--- src/rtl/narrow_link_responder.sv ---
// Responder on a narrow 4-phase bundled-data link: assembles a request from
// BW_LINK-wide chunks, hands it to a local consumer, then returns the response chunk by chunk.
module narrow_link_responder #(
  parameter int unsigned BW_LINK = 3,
  parameter int unsigned BW_REQ  = 4,
  parameter int unsigned BW_RSP  = 8
) (
  input  logic               clk,
  input  logic               rst,
  input  logic               rx_req,
  input  logic [BW_LINK-1:0] rx_data,
  output logic               rx_ack,
  output logic               tx_req,
  output logic [BW_LINK-1:0] tx_data,
  input  logic               tx_ack,
  output logic               req_valid,
  output logic [BW_REQ-1:0]  req_data,
  input  logic               req_ready,
  input  logic               rsp_valid,
  input  logic [BW_RSP-1:0]  rsp_data,
  output logic               rsp_ready
);

  localparam int unsigned NQ   = (BW_REQ + BW_LINK - 1) / BW_LINK;
  localparam int unsigned NR   = (BW_RSP + BW_LINK - 1) / BW_LINK;
  localparam int unsigned NMAX = (NQ > NR) ? NQ : NR;
  localparam int unsigned CW   = (NMAX > 1) ? $clog2(NMAX) : 1;
  localparam int unsigned RXW  = NQ * BW_LINK;
  localparam int unsigned TXW  = NR * BW_LINK;

  typedef enum logic [2:0] {
    RX_WAIT,
    RX_REL,
    DELIVER,
    RSP_WAIT,
    TX_DRIVE,
    TX_REL
  } state_t;

  state_t          state;
  logic [CW-1:0]   cnt;
  logic [1:0]      rx_sync;
  logic [1:0]      tx_sync;
  logic            rx_req_s;
  logic            tx_ack_s;
  logic [RXW-1:0]  rx_shift;
  logic [TXW-1:0]  tx_shift;
  logic [RXW-1:0]  rx_next;
  logic [TXW-1:0]  tx_next;
  logic [TXW-1:0]  tx_load;

  assign rx_req_s = rx_sync[1];
  assign tx_ack_s = tx_sync[1];

  // New chunk enters at the MSB end so the first chunk ends up least significant
  assign rx_next  = RXW'({rx_data, rx_shift} >> BW_LINK);
  assign tx_next  = tx_shift >> BW_LINK;
  assign tx_load  = TXW'(rsp_data);
  assign req_data = rx_shift[BW_REQ-1:0];

  always_ff @(posedge clk) begin
    if (rst) begin
      state     <= RX_WAIT;
      cnt       <= '0;
      rx_sync   <= '0;
      tx_sync   <= '0;
      rx_shift  <= '0;
      tx_shift  <= '0;
      rx_ack    <= 1'b0;
      tx_req    <= 1'b0;
      tx_data   <= '0;
      req_valid <= 1'b0;
      rsp_ready <= 1'b0;
    end else begin
      rx_sync <= {rx_sync[0], rx_req};
      tx_sync <= {tx_sync[0], tx_ack};
      case (state)
        RX_WAIT: begin
          if (rx_req_s) begin
            rx_shift <= rx_next;
            rx_ack   <= 1'b1;
            state    <= RX_REL;
          end
        end
        RX_REL: begin
          if (!rx_req_s) begin
            rx_ack <= 1'b0;
            if (cnt == CW'(NQ - 1)) begin
              cnt       <= '0;
              req_valid <= 1'b1;
              state     <= DELIVER;
            end else begin
              cnt   <= cnt + CW'(1);
              state <= RX_WAIT;
            end
          end
        end
        DELIVER: begin
          if (req_valid && req_ready) begin
            req_valid <= 1'b0;
            rsp_ready <= 1'b1;
            state     <= RSP_WAIT;
          end
        end
        RSP_WAIT: begin
          if (rsp_valid) begin
            tx_shift  <= tx_load;
            tx_data   <= tx_load[BW_LINK-1:0];
            rsp_ready <= 1'b0;
            state     <= TX_DRIVE;
          end
        end
        TX_DRIVE: begin
          // tx_req rises one clock after tx_data was loaded
          if (!tx_req) begin
            tx_req <= 1'b1;
          end else if (tx_ack_s) begin
            tx_req <= 1'b0;
            state  <= TX_REL;
          end
        end
        TX_REL: begin
          if (!tx_ack_s) begin
            if (cnt == CW'(NR - 1)) begin
              cnt   <= '0;
              state <= RX_WAIT;
            end else begin
              tx_shift <= tx_next;
              tx_data  <= tx_next[BW_LINK-1:0];
              cnt      <= cnt + CW'(1);
              state    <= TX_DRIVE;
            end
          end
        end
        default: state <= RX_WAIT;
      endcase
    end
  end

endmodule

--- config.mk ---
export PLATFORM = sky130hd
export DESIGN_NAME = narrow_link_responder
export DESIGN_NICKNAME = d
export VERILOG_FILES = /design/src/rtl/narrow_link_responder.sv
export SDC_FILE = /design/constraint.sdc
export NUM_CORES = 1
export LEC_CHECK = 0
export BUFFER_PORTS_ARGS = -buffer_cell sky130_fd_sc_hd__clkbuf_2
export CAP_MARGIN = 10
export CORE_ASPECT_RATIO = 0.75
export CORE_MARGIN = 2
export CORE_UTILIZATION = 40
export CTS_CLUSTER_DIAMETER = 40
export DETAILED_ROUTE_END_ITERATION = 16
export RECOVER_POWER = 100
export SYNTH_ARGS = -nofsm -noshare
export SYNTH_HDL_FRONTEND = slang
export SYNTH_SLANG_ARGS = --single-unit
export TNS_END_PERCENT = 1
--- constraint.sdc ---
create_clock -name clk -period 1.6 [get_ports clk]
set_clock_uncertainty 0.1 [all_clocks]
set_input_delay 0.08 -clock clk [delete_from_list [all_inputs] [get_ports clk]]
set_output_delay 0.08 -clock clk [all_outputs]
set_load 0.01 [all_outputs]
# Yosys cells after proc, flatten, opt, wreduce, memory -nomap -nowiden
# Index checks and enable logic that the tools add are counted.
# word_totals
inputBits,17
ff_bits,31
elab_cells,77
latchBits,0
romBits,0
mem_bits_rw,0
memories,0
# classes
n_mux,35
div,0
addsub,1
n_mul,0
n_reduce_logical,14
shift,0
bitwise,0
magnitude_cmp,0
n_eq_ne,16
# op_table
op,count
two-way mux 3 bit,11
two-way mux 9 bit,3
!= test 2 bit (second input constant),9
one-hot mux 3 bit (6 select lines),1
one-hot mux 9 bit (2 select lines),1
two-way mux 2 bit,5
nonzero test 2 bit,5
two-way mux 1 bit,9
AND reduction 3 bit,3
AND reduction 4 bit,2
AND reduction 7 bit,1
equality test 3 x 2 -> 1 bit (second input constant),2
equality test 3 bit (second input constant),2
one-hot mux 1 bit (2 select lines),3
one-hot mux 3 bit (2 select lines),1
one-hot mux 2 bit (2 select lines),1
equality test 3 x 1 -> 1 bit (second input constant),1
zero test 3 bit,1
adder 2 x 1 -> 2 bit (second input constant),1
equality test 2 x 1 -> 1 bit (second input constant),1
equality test 2 bit (second input constant),1
AND reduction 2 bit,1
logical AND 1 bit,1

# Longest topological paths before layout
# logic_depth
word_depth,4
mapped_depth,5
ltp_nobuf,3

# Worst setup path after synthesis
# OpenSTA, ideal clock, no wires.
# synth_path
kind,reg-to-reg
start,reg state[2]
end,reg cnt[1]
path_buffers,1
arrival_time_ns,1.232
required_ns,1.383
setup_ns,0.117
path_stages_with_launch,5
slack_ns,0.151
path_cell_list,dfxtp_1 -> buf_6 -> mux2_2 -> a211o_1 -> a32o_1
# synth_via
elab_chain_cells,3
elab_cells_between_ends,7
classes_between,4 x eq/ne; 1 x mux; 2 x reduce/logical
# synth_rtl
item,line_no,text
"start, declared",40,state_t state;
"start signal, assigned",63,state <= RX_WAIT;
"start signal, assigned",82,state <= RX_REL;
"start signal, assigned",91,state <= DELIVER;
equality test 3 bit or equality test 3 x 1 -> 1 bit (tied branches),77,case (state)
!= test 2 bit (no source line) or nonzero test 2 bit (tied branches),n/a,
AND reduction 3 bit (no source line),n/a,
"end signal, assigned",93,cnt <= cnt + CW'(1);
"end signal, assigned",130,cnt <= cnt + CW'(1);
"end, declared",41,logic [CW-1:0] cnt;
# Several ways; a longest one is shown, not always the timed one.
# A chain may end at the register's enable or synchronous reset.

# Worst setup path in the final report
# layout_path
start,reg state[2]
end,reg tx_shift[4]
# layout_via
elab_chain_cells,3
elab_cells_between_ends,8
classes_between,5 x eq/ne; 1 x mux; 2 x reduce/logical
# layout_rtl
item,line_no,text
equality test 3 bit or equality test 3 x 2 -> 1 bit (tied branches),77,
!= test 2 bit (no source line) or nonzero test 2 bit (tied branches),n/a,
AND reduction 4 bit (no source line),n/a,
"end signal, assigned",107,tx_shift <= tx_load;
"end signal, assigned",128,tx_shift <= tx_next;
"end, declared",47,logic [TXW-1:0] tx_shift;
# Several ways; a longest one is shown, not always the timed one.

==> flow_summary.toml <==
[synthesis]
synth.distinct_cells = 40
synthCells = 154
ys_warn_count = 0
synth.ff_latch_count = 27
seq_area_frac_synth = 0.383
synth_edf_count = 0
synth_area_mm2 = 0.00141
synth_fp_nets = 171
syn_area_per_cell_um2 = 9.16
async_flop_share = 0
synth_top_flop_cell = "dfxtp_1"

[detailed_routing]
drc_errors = 0
wl_mm = 3.24
detail_route.wl_per_cell_um = 14.1
first_iter_violations = 127
ant_nets = 0
vias = 1275
via_per_inst = 5.54
first_pass_iters = 4

[floorplan]
fp.dieW_um = 72.6
num_rows = 18
initial_core_util = 0.423
coreArea_mm2 = 0.00333
die_y_um = 55.4
pin_count = 28
die-area_mm2 = 0.00402

[flow_run]
cap_violations = 0

[timing]
fin_crit_sh = 0.924
worst_pin_slew_ns = 0.610
final.setup.worst_slack_ns = 0.122
slew_viol_final = 0
hold_viol = 0
setup_viol = 0
fin_crit_ns = 1.48
setup_tns_ns = 0
rsz0062_at_grt = "false"
slew_headroom = 0.593
fmax_ghz = 0.677

[cells_and_area]
layout-drive-gt1-share = 0.216
final_common_cell = "dfxtp_1"
most-common-layout-cells = "dfxtp_1 (25), clkbuf_2 (16), nand2_1 (13), dlygate4sd3_1 (13), clkbuf_1 (13)"
antenna_cells = 0
nets = 208
areaGrowthSynthToFinish_pct = 23.2

[placement]
place_ws_ns = 0.00109
gp_congestion = 0.753
dp_hpwl_mm = 2.23
numPortBuffers = 27

[worst_setup_path]
crit_start = "state[2]$_SDFFE_PP0P_"
crit_family = "flip-flops"
cpMostUsedCell = "a311oi_1"
required_ns = 1.65
cp_max_fo = 15
end_kind = "flip-flop"
path_cells = "buf_12, and4b_2, a311oi_1, a311oi_1"
critical_path_buf_inv_count = 1
r2r_start = "state[2]$_SDFFE_PP0P_"
worst-setup-path-type = "reg -> reg"
crit_arrival_ns = 1.53
crit_slowest_cell = "dfxtp_1"
slowest_delay_ns = 0.41
cp-start-kind = "flip-flop"

[outcome]
status = "finished, final reports clean"

[global_routing]
overflow = 0
grt_pass1_wl_mm = 5.73
grt_max_degree = 17
grt_use_total = 0.175
antenna_found_initial = 0
grt_pass1_vias = 1202

[pwr]
power.density_mw_per_mm2 = 690
p_clk_frac = 0.329
p_switching_w = 0.000279
p_leak_nw = 0.621
p_int_w = 0.000921
seq_power_share = 0.578
peakVddDrop_mv = 0.398
power_frac_comb = 0.093
p_sw_frac = 0.232

[clock_tree]
numCtsBuffers = 3
clkLatencyLatePin_ns = 0.27
path_clk_slew_ns = 0.09
cts_root_buffer = "clkbuf_8"
cts_tree = "done"
cts_buffer_depth = 2
clock-sinks = 27
htree_levels = 1

[worst_hold_path]
min_path_type = "in -> reg"
min_from = "req_ready"
[final timing paths]
path / endpoint / slack [ns] / cells past startpoint
worst min-delay path: state[0]$_SDFFE_PP0P_ / 0.11 / 4
worst max-delay path: tx_shift[4]$_SDFFE_PP0P_ / 0.12 / 4
worst max register to register: tx_shift[4]$_SDFFE_PP0P_ / 0.12 / 4
worst min register to register: rx_sync[1]$_SDFF_PP0_ / 0.35 / 1
[final cells by class]
cell class	instances	area, um^2
fillers	318	1600
multi-input cells	102	734
clock buffers	3	41.3
well taps	40	50.0
flip-flops and latches	27	543
clock inverters	1	7.51
repair buffers	51	339
inverters	6	22.5
[state kept, by name, indices dropped and copies added, names as in the netlist]
name / count
rx_shift: 6
tx_shift: 6
state: 3
cnt: 2
rx_sync: 2
tx_data: 2
tx_sync: 2
req_valid: 1
rsp_ready: 1
rx_ack: 1
tx_req: 1
[tightest hold or removal path: stages]
cell and delay (ns):
clkbuf_2 0.11, nand2_1 0.07, a2111o_1 0.13, o32ai_1 0.06
[cells in the mapped netlist, types with 3 or more instances]
| library cell | n | area, um^2 |
|---|---|---|
| a311oi_1 | 11 | 96.3 |
| nor2_1 | 8 | 30.0 |
| nand2_1 | 13 | 48.8 |
| dfxtp_1 | 27 | 541 |
| clkbuf_1 | 3 | 11.3 |
| inv_1 | 6 | 22.5 |
| buf_4 | 7 | 52.6 |
| nor2b_1 | 6 | 37.5 |
| nand3_1 | 4 | 20.0 |
| a21oi_1 | 10 | 50.1 |
| o311ai_0 | 3 | 26.3 |
| and3b_1 | 3 | 26.3 |
| o21ai_0 | 4 | 20.0 |
| mux2i_1 | 6 | 60.1 |
| buf_2 | 6 | 30.0 |
| nand2b_1 | 5 | 31.3 |
[stage by stage]
stage               cells  hold WS, ns  utilization  area [um^2]  total power (W)
floorplan             154        0.108            -         1410         0.000760
global placement      213        0.187        0.471         1570         0.000795
detailed placement    213        0.192        0.471         1570         0.000798
CTS                   230        0.103        0.525         1750          0.00122
global route          230        0.125        0.521         1740          0.00126
finish                230        0.109        0.521         1740          0.00120
[what timing repair did]
item,in CTS,in global routing
hold endpoints to repair,13,0
setup endpoints to repair,4,17
setup buffers,0,0
pin swaps,0,0
hold buffers,13,0
resized for setup,1,4
[kinds of logic after synthesis]
group                  synth area share
flip-flops                        0.383
multiplexers                     0.0506
buffers and inverters             0.102
AND/OR/NAND/NOR                   0.236
AO/OA/AOI/OAI                     0.228
[power groups by stage]
stage / Combinational [W] / Sequential (W) / Clock (W)
2_1_floorplan: 0.0000537 / 0.000706 / 0
3_3_place_gp: 0.0000864 / 0.000709 / 0
3_5_place_dp: 0.0000881 / 0.000710 / 0
4_1_cts: 0.000113 / 0.000694 / 0.000417
5_1_grt: 0.000123 / 0.000697 / 0.000438
6_report: 0.000112 / 0.000694 / 0.000394
[routing by layer]
layer  part of all wire  global-route usage  up-vias
met3              0.066              0.0383        4
met1               0.49               0.261      591
met4             0.0065              0.0317        0
met2               0.44               0.260       37
li1                   -                   -      643
met5                  0                   0        -
No activity file was read; power rests on OpenSTA's default activity.
